==> src/rtl/periph_handshake_rx_if.sv <==
`default_nettype none
// ---------------------------------------------------------------------------
// Module   : periph_handshake_rx_if
// Brief    : Four-phase send/ack write port plus FWFT read port bundle.
// Revision : 1.0
// ---------------------------------------------------------------------------
interface periph_handshake_rx_if #(
  parameter int DATA_W = 16,
  parameter int DEPTH  = 4
);
  localparam int CNT_W = $clog2(DEPTH + 1);

  logic [DATA_W-1:0] dado;
  logic              send;
  logic              ack;
  logic              rd_en;
  logic [DATA_W-1:0] rd_data;
  logic              empty;
  logic              full;
  logic [CNT_W-1:0]  count;
  logic              underflow;

  // Processor/consumer side
  modport master (
    output dado, send, rd_en,
    input  ack, rd_data, empty, full, count, underflow
  );

  // Peripheral side
  modport slave (
    input  dado, send, rd_en,
    output ack, rd_data, empty, full, count, underflow
  );
endinterface
`default_nettype wire

==> src/rtl/periph_handshake_rx.sv <==
`default_nettype none
// ---------------------------------------------------------------------------
// Module   : periph_handshake_rx
// Brief    : Four-phase handshake receiver feeding a first-word-fall-through
//            buffer of DEPTH words with sticky underflow detection.
// Revision : 1.0
// ---------------------------------------------------------------------------
module periph_handshake_rx #(
  parameter int DATA_W = 16,
  parameter int DEPTH  = 4
) (
  input  wire                        clk,
  input  wire                        rst,
  periph_handshake_rx_if.slave       bus
);
  localparam int PTR_W = $clog2(DEPTH);
  localparam int CNT_W = $clog2(DEPTH + 1);

  localparam logic [0:0] c_IDLE  = 1'b0;
  localparam logic [0:0] c_ACKED = 1'b1;

  localparam logic [CNT_W-1:0] c_FULL_CNT = CNT_W'(DEPTH);

  logic [0:0]        r_state;
  logic [0:0]        w_state_nxt;
  logic              r_ack;
  logic [PTR_W-1:0]  r_head;
  logic [PTR_W-1:0]  r_tail;
  logic [CNT_W-1:0]  r_count;
  logic              r_underflow;
  logic [DATA_W-1:0] r_mem [DEPTH];

  logic w_empty;
  logic w_full;
  logic w_wr;
  logic w_rd;

  // Flags decoded only from the registered count
  assign w_empty = (r_count == '0);
  assign w_full  = (r_count == c_FULL_CNT);

  assign w_wr = (r_state == c_IDLE) && bus.send && !w_full;
  assign w_rd = bus.rd_en && !w_empty;

  always_comb begin
    w_state_nxt = r_state;
    case (r_state)
      c_IDLE:  if (bus.send && !w_full) w_state_nxt = c_ACKED;
      c_ACKED: if (!bus.send)           w_state_nxt = c_IDLE;
      default: w_state_nxt = c_IDLE;
    endcase
  end

  always_ff @(posedge clk or posedge rst) begin
    if (rst) begin
      r_state <= c_IDLE;
      r_ack   <= 1'b0;
    end else begin
      r_state <= w_state_nxt;
      r_ack   <= (w_state_nxt == c_ACKED);
    end
  end

  // Pointers wrap naturally because DEPTH is a power of two
  always_ff @(posedge clk or posedge rst) begin
    if (rst) begin
      r_head  <= '0;
      r_tail  <= '0;
      r_count <= '0;
    end else begin
      if (w_wr) r_tail <= r_tail + PTR_W'(1);
      if (w_rd) r_head <= r_head + PTR_W'(1);
      case ({w_wr, w_rd})
        2'b10:   r_count <= r_count + CNT_W'(1);
        2'b01:   r_count <= r_count - CNT_W'(1);
        default: r_count <= r_count;
      endcase
    end
  end

  always_ff @(posedge clk or posedge rst) begin
    if (rst)
      r_underflow <= 1'b0;
    else if (bus.rd_en && w_empty)
      r_underflow <= 1'b1;
  end

  // Storage is deliberately left unreset
  always_ff @(posedge clk) begin
    if (w_wr) r_mem[r_tail] <= bus.dado;
  end

  assign bus.ack       = r_ack;
  assign bus.rd_data   = r_mem[r_head];
  assign bus.empty     = w_empty;
  assign bus.full      = w_full;
  assign bus.count     = r_count;
  assign bus.underflow = r_underflow;
endmodule
`default_nettype wire

==> src/flat_wrapper.sv <==
// flat-port wrapper written by rule: the top's interface ports become plain ports
module periph_handshake_rx_flat 
#(
  parameter int DATA_W = 16,
  parameter int DEPTH  = 4
)
  (clk, rst, bus_dado, bus_send, bus_rd_en, bus_ack, bus_rd_data, bus_empty, bus_full, bus_count, bus_underflow);
  periph_handshake_rx_if #(.DATA_W(DATA_W), .DEPTH(DEPTH)) bus_i ();
  input  wire clk;
  input  wire rst;
  input wire logic [$bits(bus_i.dado)-1:0] bus_dado;
  input wire logic [$bits(bus_i.send)-1:0] bus_send;
  input wire logic [$bits(bus_i.rd_en)-1:0] bus_rd_en;
  output wire logic [$bits(bus_i.ack)-1:0] bus_ack;
  output wire logic [$bits(bus_i.rd_data)-1:0] bus_rd_data;
  output wire logic [$bits(bus_i.empty)-1:0] bus_empty;
  output wire logic [$bits(bus_i.full)-1:0] bus_full;
  output wire logic [$bits(bus_i.count)-1:0] bus_count;
  output wire logic [$bits(bus_i.underflow)-1:0] bus_underflow;
  assign bus_i.dado = bus_dado;
  assign bus_i.send = bus_send;
  assign bus_i.rd_en = bus_rd_en;
  assign bus_ack = bus_i.ack;
  assign bus_rd_data = bus_i.rd_data;
  assign bus_empty = bus_i.empty;
  assign bus_full = bus_i.full;
  assign bus_count = bus_i.count;
  assign bus_underflow = bus_i.underflow;
  periph_handshake_rx #(.DATA_W(DATA_W), .DEPTH(DEPTH)) u_core (.clk(clk), .rst(rst), .bus(bus_i));
endmodule
==> config.mk <==
export PLATFORM = sky130hd
export DESIGN_NAME = periph_handshake_rx_flat
export DESIGN_NICKNAME = d
export VERILOG_FILES = /design/src/rtl/periph_handshake_rx_if.sv /design/src/rtl/periph_handshake_rx.sv /design/src/flat_wrapper.sv
export SDC_FILE = /design/constraint.sdc
export NUM_CORES = 1
export LEC_CHECK = 0
export BUFFER_PORTS_ARGS = -buffer_cell sky130_fd_sc_hd__buf_2
export CORE_ASPECT_RATIO = 0.6
export CORE_MARGIN = 2
export CORE_UTILIZATION = 30
export DETAILED_ROUTE_END_ITERATION = 16
export PLACE_DENSITY = 0.48
export SLEW_MARGIN = 20
export SYNTH_ARGS = -nofsm -noshare
export SYNTH_HDL_FRONTEND = slang
export SYNTH_SLANG_ARGS = --single-unit
==> constraint.sdc <==
create_clock -name clk -period 4.9 [get_ports clk]
set_input_delay 0.49 -clock clk [delete_from_list [all_inputs] [get_ports clk]]
set_output_delay 0.49 -clock clk [all_outputs]
set_load 0.005 [all_outputs]
# Word level (Yosys, flattened, before mapping)
# Memory sizes are Yosys's and may differ from the RTL's.
# Index checks and enable logic that the tools add are counted.
totals:
  n_memories: 1
  wordCells: 29
  ramBits: 64
  regBits: 9
  out_inout_bits: 23
  input_bits: 20
op_classes:
  n_addsub: 4
  reduce_logical: 9
  n_eq_ne: 3
  n_mux: 6
  n_bitwise: 1
mem_list:
  columns: ["memory", "words", "word_bits", "rd", "rd_clocked_by_memory_dff", "wr", "line_no", "text"]
  rows:
  - ["u_core.r_mem", 4, 16, 1, 0, 1, "periph_handshake_rx.sv:31", "logic [DATA_W-1:0] r_mem [DEPTH];"]
ops:
  columns: ["cell", "n"]
  rows:
  - ["3-bit one-hot mux with 2 select lines", 1]
  - ["1-bit logical AND", 5]
  - ["2-bit by 1-bit adder with 2-bit output, second input constant", 2]
  - ["1-bit 2-to-1 mux", 4]
  - ["3-bit by 1-bit adder with 3-bit output, second input constant", 1]
  - ["3-bit == test, second input constant", 1]
  - ["3-bit zero test", 1]
  - ["3-bit by 1-bit subtractor with 3-bit output, second input constant", 1]
  - ["2-bit by 1-bit == test with 1-bit output, second input constant", 1]
  - ["2-bit == test, second input constant", 1]
  - ["1-bit zero test", 2]
  - ["1-bit one-hot mux with 2 select lines", 1]
  - ["2-bit nonzero test", 1]
  - ["1-bit NOT", 1]

# Longest topological paths before layout
# Gate-level depths: netlist of the first run.
logic_depth:
  word_depth: 5
  ltp_mapped: 9
  depth_no_buf: 9

# Least setup slack after synthesis of the first run
# OpenSTA, ideal clock, no wires.
synth_timing:
  path_kind: "reg-to-reg"
  start: "register u_core.r_count[0], in the netlist u_core.bus.count[0]"
  end: "register u_core.r_count[2], in the netlist u_core.bus.count[2]"
  setup_time_ns: 0.079
  stages_incl_launch_ff: 10
  path_buffers: 0
  path_slack_ns: 2.983
  t_arrival_ns: 1.837
  required_ns: 4.821
  path_cell_list: "dfrtp_1 > nor3b_4 > nor3b_4 > inv_1 > ha_1 > inv_1 > fa_1 > xor2_1 > nor2_1 > xor2_1"
synth_between:
  elab_chain_len: 5
  elab_cells_between_ends: 12
synth_rtl:
  columns: ["item", "line_no", "text"]
  rows:
  - ["start: declaration", "periph_handshake_rx.sv:29", "logic [CNT_W-1:0] r_count;"]
  - ["start signal: assignment", "periph_handshake_rx.sv:74", "2'b10: r_count <= r_count + CNT_W'(1);"]
  - ["start signal: assignment", "periph_handshake_rx.sv:75", "2'b01: r_count <= r_count - CNT_W'(1);"]
  - ["start signal: assignment", "periph_handshake_rx.sv:76", "default: r_count <= r_count;"]
  - ["3-bit == test (*)", "periph_handshake_rx.sv:40", "assign w_full = (r_count == c_FULL_CNT);"]
  - ["net bus_full", "flat_wrapper.sv:17", "output wire logic [$bits(bus_i.full)-1:0] bus_full;"]
  - ["1-bit zero test (*)", "periph_handshake_rx.sv:42", "assign w_wr = (r_state == c_IDLE) && bus.send && !w_full;"]
  - ["1-bit logical AND (*)", "periph_handshake_rx.sv:42", null]
  - ["2-bit by 1-bit == test with 1-bit output / 2-bit == test (equally long branches)", "periph_handshake_rx.sv:73", "case ({w_wr, w_rd})"]
  - ["3-bit one-hot mux with 2 select lines / 2-bit nonzero test (equally long branches)", null, null]
# The timed path passes the listed nets; every way through them passes the cells marked *.
# A chain may end at the register's enable or synchronous reset.

# Worst setup path after layout of the first run
layout_timing:
  start: "register u_core.r_head[0]"
  end: "output bus_rd_data[8]"
layout_between:
  elab_chain_len: 1
layout_rtl:
  columns: ["item", "line_no", "text"]
  rows:
  - ["start: declaration", "periph_handshake_rx.sv:27", "logic [PTR_W-1:0] r_head;"]
  - ["start signal: assignment", "periph_handshake_rx.sv:72", "if (w_rd) r_head <= r_head + PTR_W'(1);"]
  - ["memory 4 x 16 bit", null, null]
  - ["end: declaration", "flat_wrapper.sv:15", "output wire logic [$bits(bus_i.rd_data)-1:0] bus_rd_data;"]
# Every way passes these cells.

==> impl_metrics.py, run 1 <==
metrics = {
    "status": {
        "status": "finished, final reports clean",
    },
    "place": {
        "gp_routability_congestion": 0.714,
        "dpl-instance-area_um2": 3180,
        "portBuffers": 42,
        "dp_hpwl_um": 3320,
    },
    "clock_tree": {
        "ctsHoldBuffers": 0,
        "ctsLongestPathBuffers": 2,
        "clkTransAtPathRegs_ns": 0.05,
        "cts_tree": "built",
        "clk-insertion-delay-late_ns": 0.33,
        "clockRootBuffer": "clkbuf_16",
        "post-cts-setup-buffer-count": 0,
        "cts_resized": 0,
        "h-tree-depth": 3,
        "cts_buffers": 9,
        "cts_sinks": 73,
    },
    "global_routing": {
        "grt-ovfl-total": 0,
        "grt_max_degree": 19,
        "antenna_found_initial": 0,
        "grt_pass1_wl_um": 7970,
        "grt_use_total_pct": 11.1,
        "grt_pass1_vias": 1475,
    },
    "worst_setup_path": {
        "path_buf_inv": 1,
        "r2r_end": "u_core.bus.count[2]",
        "critPathTopFamily": "flip-flops",
        "reg2reg_depth": 9,
        "critical_path.cell_chain": "mux4_2 -> buf_2",
        "critPathKind": "flop to primary output",
        "crit_path_start_kind": "flop",
        "cp.arrival_ns": 1.87,
        "slowest_delay_ns": 0.76,
        "critPathRequiredTime_ns": 4.41,
        "rrSetupSlack_ns": 2.86,
        "timing.rr.start": "u_core.bus.count[0]",
        "critPathSlowestCell": "dfrtp_2",
        "end_kind": "primary output",
        "cp_max_fo": 18,
    },
    "detailed_routing": {
        "dr.pass1.iters": 4,
        "drt_iter0_markers": 88,
        "via_per_inst": 4.23,
        "wl_per_cell_um": 16.1,
        "routed_wl_um": 5010,
        "via_count": 1314,
        "antenna_left": 0,
        "drc": 0,
    },
    "sta": {
        "finalHoldViolations": 0,
        "fmax_ghz": 0.423,
        "maxSlewHeadroom_pct": 43.0,
        "setup-violations-final": 0,
        "slew_violations": 0,
        "tightestPinTransition_ns": 0.855,
        "rsz0062_at_grt": "no",
        "post-route-period-util_pct": 48.2,
        "period_minus_slack_ns": 2.36,
        "clock_skew_ns": 0.00449,
        "finalSetupTns_ns": 0,
    },
    "power_and_ir_drop": {
        "power_density_nw_per_um2": 573,
        "vdd_drop_max_v": 0.000250,
        "leakagePower_nw": 1.25,
    },
    "final_layout": {
        "drive_above_1_share_pct": 44.2,
        "areaGrowthSynthToFinish_pct": 22.1,
        "finalNetCount": 202,
        "final_common_cell": "edfxtp_1",
        "final_cell_mix": "edfxtp_1, buf_2, mux4_2",
        "num_antenna_cells": 0,
        "stdcell_area_um2": 3460,
    },
    "floorplan": {
        "fp.dieW_um": 130,
        "dieArea_um2": 10300,
        "initial_core_util_pct": 30.9,
        "num_rows": 27,
        "dieHeight_um": 79.3,
        "ios": 43,
        "fp.coreArea_um2": 9190,
    },
    "synth": {
        "yosys.cell_types.count": 20,
        "async_reset_ff_share_pct": 12.3,
        "synthFlopType": "edfxtp_1",
        "synth_fp_nets": 153,
        "synth_area_um2": 2840,
        "synth_warnings": 0,
        "syn_inst": 127,
        "syn_avg_cell_area_um2": 22.3,
        "ys_ff_latch": 73,
        "yosysSeqAreaShare_pct": 75.7,
        "synth_edf_count": 64,
    },
    "run": {
        "cap_violations": 0,
    },
    "min_path": {
        "hp-class": "input pin to async pin",
    },
}
## registers in the layout (all words and copies together), names as in the netlist
register and cells:
u_core.bus.underflow 1, u_core.r_head 2, u_core.bus.count 3, u_core.r_tail 2, u_core.r_mem 64, u_core.r_state 1
## layer usage
layer,GRT usage (%),up-vias,wire length [um]
li1,-,600,-
met1,13.2,673,2230
met2,17.7,34,2440
met3,5.39,7,286
met4,4.09,0,52
met5,0,-,0
## worst reg2reg max path: stages (launching register included)
cell     delay, ns
dfrtp_1       0.47
nor3b_4       0.29
nor3b_4       0.10
inv_1         0.07
ha_1          0.17
inv_1         0.06
fa_1          0.37
xor2_1        0.15
nor2_1        0.13
xor2_1        0.16
## kinds of logic after synthesis
logic type	count (synthesis)	synth area share [%]
AOI/OAI and AO/OA	3	0.883
xor gates and xnor gates	6	1.85
adders and majority gates	6	2.91
buffers and inverters	12	2.21
DFF	73	75.7
muxes	18	13.6
and+or+nand+nor	9	2.82
## cells in the mapped netlist (all sizes together), types with 2 or more instances
master | number | area (um^2)
and2 | 4 | 30.0
buf | 4 | 32.5
dfrtp | 9 | 225
edfxtp | 64 | 1920
ha | 5 | 62.6
inv | 8 | 30.0
mux4 | 16 | 360
nor3b | 2 | 37.5
xnor2 | 3 | 26.3
xor2 | 3 | 26.3
## per-stage QoR
step           util, %  setup WS [ns]  instances  hold WS [ns]  total power, mW
2_1_floorplan        -           2.98        127         0.318             1.21
3_3_place_gp      34.6           2.46        295         0.433             1.38
3_5_place_dp      34.6           2.82        295         0.447             1.40
4_1_cts           37.7           2.46        311         0.118             2.03
5_1_grt           37.7           2.40        311         0.133             2.11
6_report          37.7           2.54        311         0.123             1.98
## worst max-delay path by stage
stage                              from                   to  cells after the start
floorplan           u_core.bus.count[0]  u_core.bus.count[2]                      9
global placement       u_core.r_head[0]       bus_rd_data[8]                      2
detailed placement     u_core.r_head[0]       bus_rd_data[8]                      2
CTS                    u_core.r_head[0]       bus_rd_data[8]                      2
global route           u_core.r_head[0]       bus_rd_data[8]                      2
finish                 u_core.r_head[0]       bus_rd_data[8]                      2
## where the power goes
part	switching [mW]	leakage, nW	internal [mW]	total (mW)
clock	0.228	0.142	0.388	0.615
combinational	0.191	0.425	0.269	0.460
sequential	0.124	0.683	0.785	0.909
total	0.543	1.25	1.44	1.98
## area by class of cell
type	instances	area (um^2)
Clock buffer	9	225
Clock inverter	7	60.1
Fill cell	892	5730
Inverter	8	30.0
Multi-Input combinational cell	42	626
Sequential cell	73	2150
Tap cell	130	163
Timing Repair Buffer	42	210
Note: power is estimated with default switching activity, not from simulation.
==> run 2, diff against run 1 <==
ABC_AREA = 1   (was unset)
PLACE_DENSITY = 0.5   (was 0.48)
clock period = 2.1 ns   (was 4.9 ns; I/O delays follow)
==> run 2 against run 1 <==
  * Clock power grew to 2.6 times the previous value
  * Highest routed layer unchanged
  * Largest power group unchanged
  * First-iteration DRC count increased by 76%
  * Via count up 42%
==> impl_metrics.py, run 2 <==
metrics = {
    "synth": {
        "ys_ff_latch": 73,
        "synth_most_common_cell": "nand2_1",
        "synth_top_area_share_pct": 61.9,
        "synthTopCellsByArea": "edfxtp_1, nand2_1, dfrtp_1",
        "synth_warnings": 0,
        "async_reset_ff_share_pct": 12.3,
        "syn_avg_cell_area_um2": 12.1,
        "synth_common_cells": "nand2_1, edfxtp_1, inv_1, o211ai_1, dfrtp_1",
        "syn_inst": 257,
        "synth_area_um2": 3110,
        "synth_fp_nets": 283,
        "yosys.area.top_type": "edfxtp_1",
        "yosys.cell_types.count": 20,
        "synthFlopType": "edfxtp_1",
        "synth_edf_count": 64,
        "yosysSeqAreaShare_pct": 69.1,
    },
    "sta": {
        "clock_skew_ns": 0.00608,
        "tightestPinTransition_ns": 0.394,
        "finalSetupTns_ns": 0,
        "finalHoldViolations": 0,
        "period_minus_slack_ns": 1.82,
        "setup-violations-final": 0,
        "fmax_ghz": 0.550,
        "rsz0062_at_grt": "no",
        "slew_violations": 0,
        "post-route-period-util_pct": 86.6,
        "maxSlewHeadroom_pct": 73.7,
    },
    "place": {
        "gp_routability_congestion": 0.776,
        "dpl-instance-area_um2": 3460,
        "dp_hpwl_um": 3770,
        "portBuffers": 42,
    },
    "worst_setup_path": {
        "rrSetupSlack_ns": 0.28,
        "reg2reg_depth": 11,
        "critPathRequiredTime_ns": 1.89,
        "r2r_end": "u_core.bus.count[2]",
        "critPathKind": "flop to primary output",
        "cp_max_fo": 17,
        "timing.rr.start": "u_core.bus.count[0]",
        "crit_path_start_kind": "flop",
        "end_kind": "primary output",
        "cp.arrival_ns": 1.61,
    },
    "global_routing": {
        "grt_pass1_vias": 1731,
        "grt_pass1_wl_um": 9330,
        "grt_use_total_pct": 11.3,
        "grt-ovfl-total": 0,
        "antenna_found_initial": 0,
        "grt_max_degree": 37,
    },
    "final_layout": {
        "num_antenna_cells": 0,
        "finalNetCount": 335,
        "final_cell_mix": "nand2_1, edfxtp_1, inv_1",
        "drive_above_1_share_pct": 23.2,
        "largest_register_ffs": 64,
        "final_common_cell": "nand2_1",
        "largest-register": "u_core.r_mem",
        "areaGrowthSynthToFinish_pct": 21.8,
        "stdcell_area_um2": 3780,
    },
    "power_and_ir_drop": {
        "vdd_drop_max_v": 0.000495,
        "power_density_nw_per_um2": 1370,
        "leakagePower_nw": 1.63,
    },
    "floorplan": {
        "initial_core_util_pct": 31.2,
        "fp.dieW_um": 135,
        "ios": 43,
        "fp.coreArea_um2": 9950,
        "dieHeight_um": 82.8,
        "dieArea_um2": 11200,
        "num_rows": 28,
    },
    "clock_tree": {
        "cts_resized": 0,
        "cts_buffers": 9,
        "cts_tree": "built",
        "clockRootBuffer": "clkbuf_16",
        "clk-insertion-delay-late_ns": 0.32,
        "h-tree-depth": 3,
        "clkTransAtPathRegs_ns": 0.06,
        "cts_sinks": 73,
        "ctsLongestPathBuffers": 2,
    },
    "run": {
        "cap_violations": 0,
    },
    "min_path": {
        "holdPathStages": 3,
        "whs_endpoint": "u_core.r_state",
        "hp-class": "input pin to flop",
        "hold_start": "bus_send",
    },
    "detailed_routing": {
        "wl_per_cell_um": 12.9,
        "via_count": 1871,
        "antenna_left": 0,
        "drc": 0,
        "via_per_inst": 4.17,
        "dr.pass1.iters": 4,
        "routed_wl_um": 5770,
        "drt_iter0_markers": 155,
    },
    "status": {
        "status": "finished, final reports clean",
    },
}
run 2: cell count changes after synthesis, sizes merged, moves of 3 or more:
| cell | delta |
|---|---|
| nand3 | +7 |
| inv | +45 |
| nand2 | +66 |
| nor2 | +4 |
| and2 | -4 |
| o211ai | +32 |
| xor2 | -3 |
| mux4 | -16 |
| buf | +5 |
run 2: routing by layer:
| layer | vias to the layer above | global-route usage (%) | share of wire, % |
|---|---|---|---|
| met1 | 862 | 16.1 | 53 |
| met3 | 4 | 5.25 | 5.3 |
| li1 | 969 | - | - |
| met5 | - | 0 | 0 |
| met4 | 0 | 3.41 | 0.76 |
| met2 | 36 | 15.4 | 41 |
run 2: cell families after synthesis:
family | after synthesis | synth area share (%)
AOI/OAI and AO/OA | 34 | 8.46
xor gates and xnor gates | 1 | 0.282
adders and majority gates | 6 | 2.66
buffers and inverters | 63 | 9.35
DFF | 73 | 69.1
and+or+nand+nor | 80 | 10.1
run 2: what timing repair did:
item / in CTS / in global routing
hold buffers: 1 / 0
hold endpoints to repair: 9 / 0
buffers inserted: 0 / 0
run 2: worst max path at each step:
stage / start / endpoint / slack (ns) / cells after the start
3_3_place_gp: u_core.bus.count[0] / u_core.bus.count[2] / 0.34 / 11
4_1_cts: u_core.r_head[1] / bus_rd_data[8] / 0.24 / 4
3_5_place_dp: u_core.bus.count[0] / u_core.bus.count[2] / 0.27 / 11
5_1_grt: u_core.bus.count[0] / u_core.bus.count[2] / 0.05 / 11
6_report: u_core.r_head[1] / bus_rd_data[8] / 0.28 / 4
2_1_floorplan: u_core.bus.count[0] / u_core.r_mem[0][0] / 0.29 / 4
run 2: power by group:
| group | internal [mW] | switching [mW] |
|---|---|---|
| logic | 0.620 | 1.00 |
| clock network | 1.03 | 0.540 |
| registers | 1.86 | 0.124 |
| total | 3.50 | 1.67 |
run 2: area by class of cell:
| type | count | area [um^2] |
|---|---|---|
| Clock inverter | 7 | 85.1 |
| Fill cell | 960 | 6170 |
| Timing Repair Buffer | 51 | 280 |
| Sequential cell | 73 | 2150 |
| Clock buffer | 9 | 225 |
| Multi-Input combinational cell | 121 | 678 |
| Inverter | 53 | 199 |
| Tap cell | 135 | 169 |
run 2: stage by stage:
stage	setup slack (ns)	total power, mW	utilization, %	hold WS [ns]	std cells
finish	0.282	5.17	38.0	0.0986	449
global route	0.0542	5.59	38.0	0.0909	449
CTS	0.243	5.26	38.0	0.0870	449
detailed placement	0.272	3.67	34.8	0.223	432
global placement	0.344	3.67	34.8	0.227	432
floorplan	0.286	3.13	-	0.0379	257
run 2: worst max-delay path, cell delays in order (launching register included):
cell	delay [ns]
dfrtp_1	0.52
inv_2	0.36
o211ai_1	0.15
nand2_1	0.12
buf_2	0.12
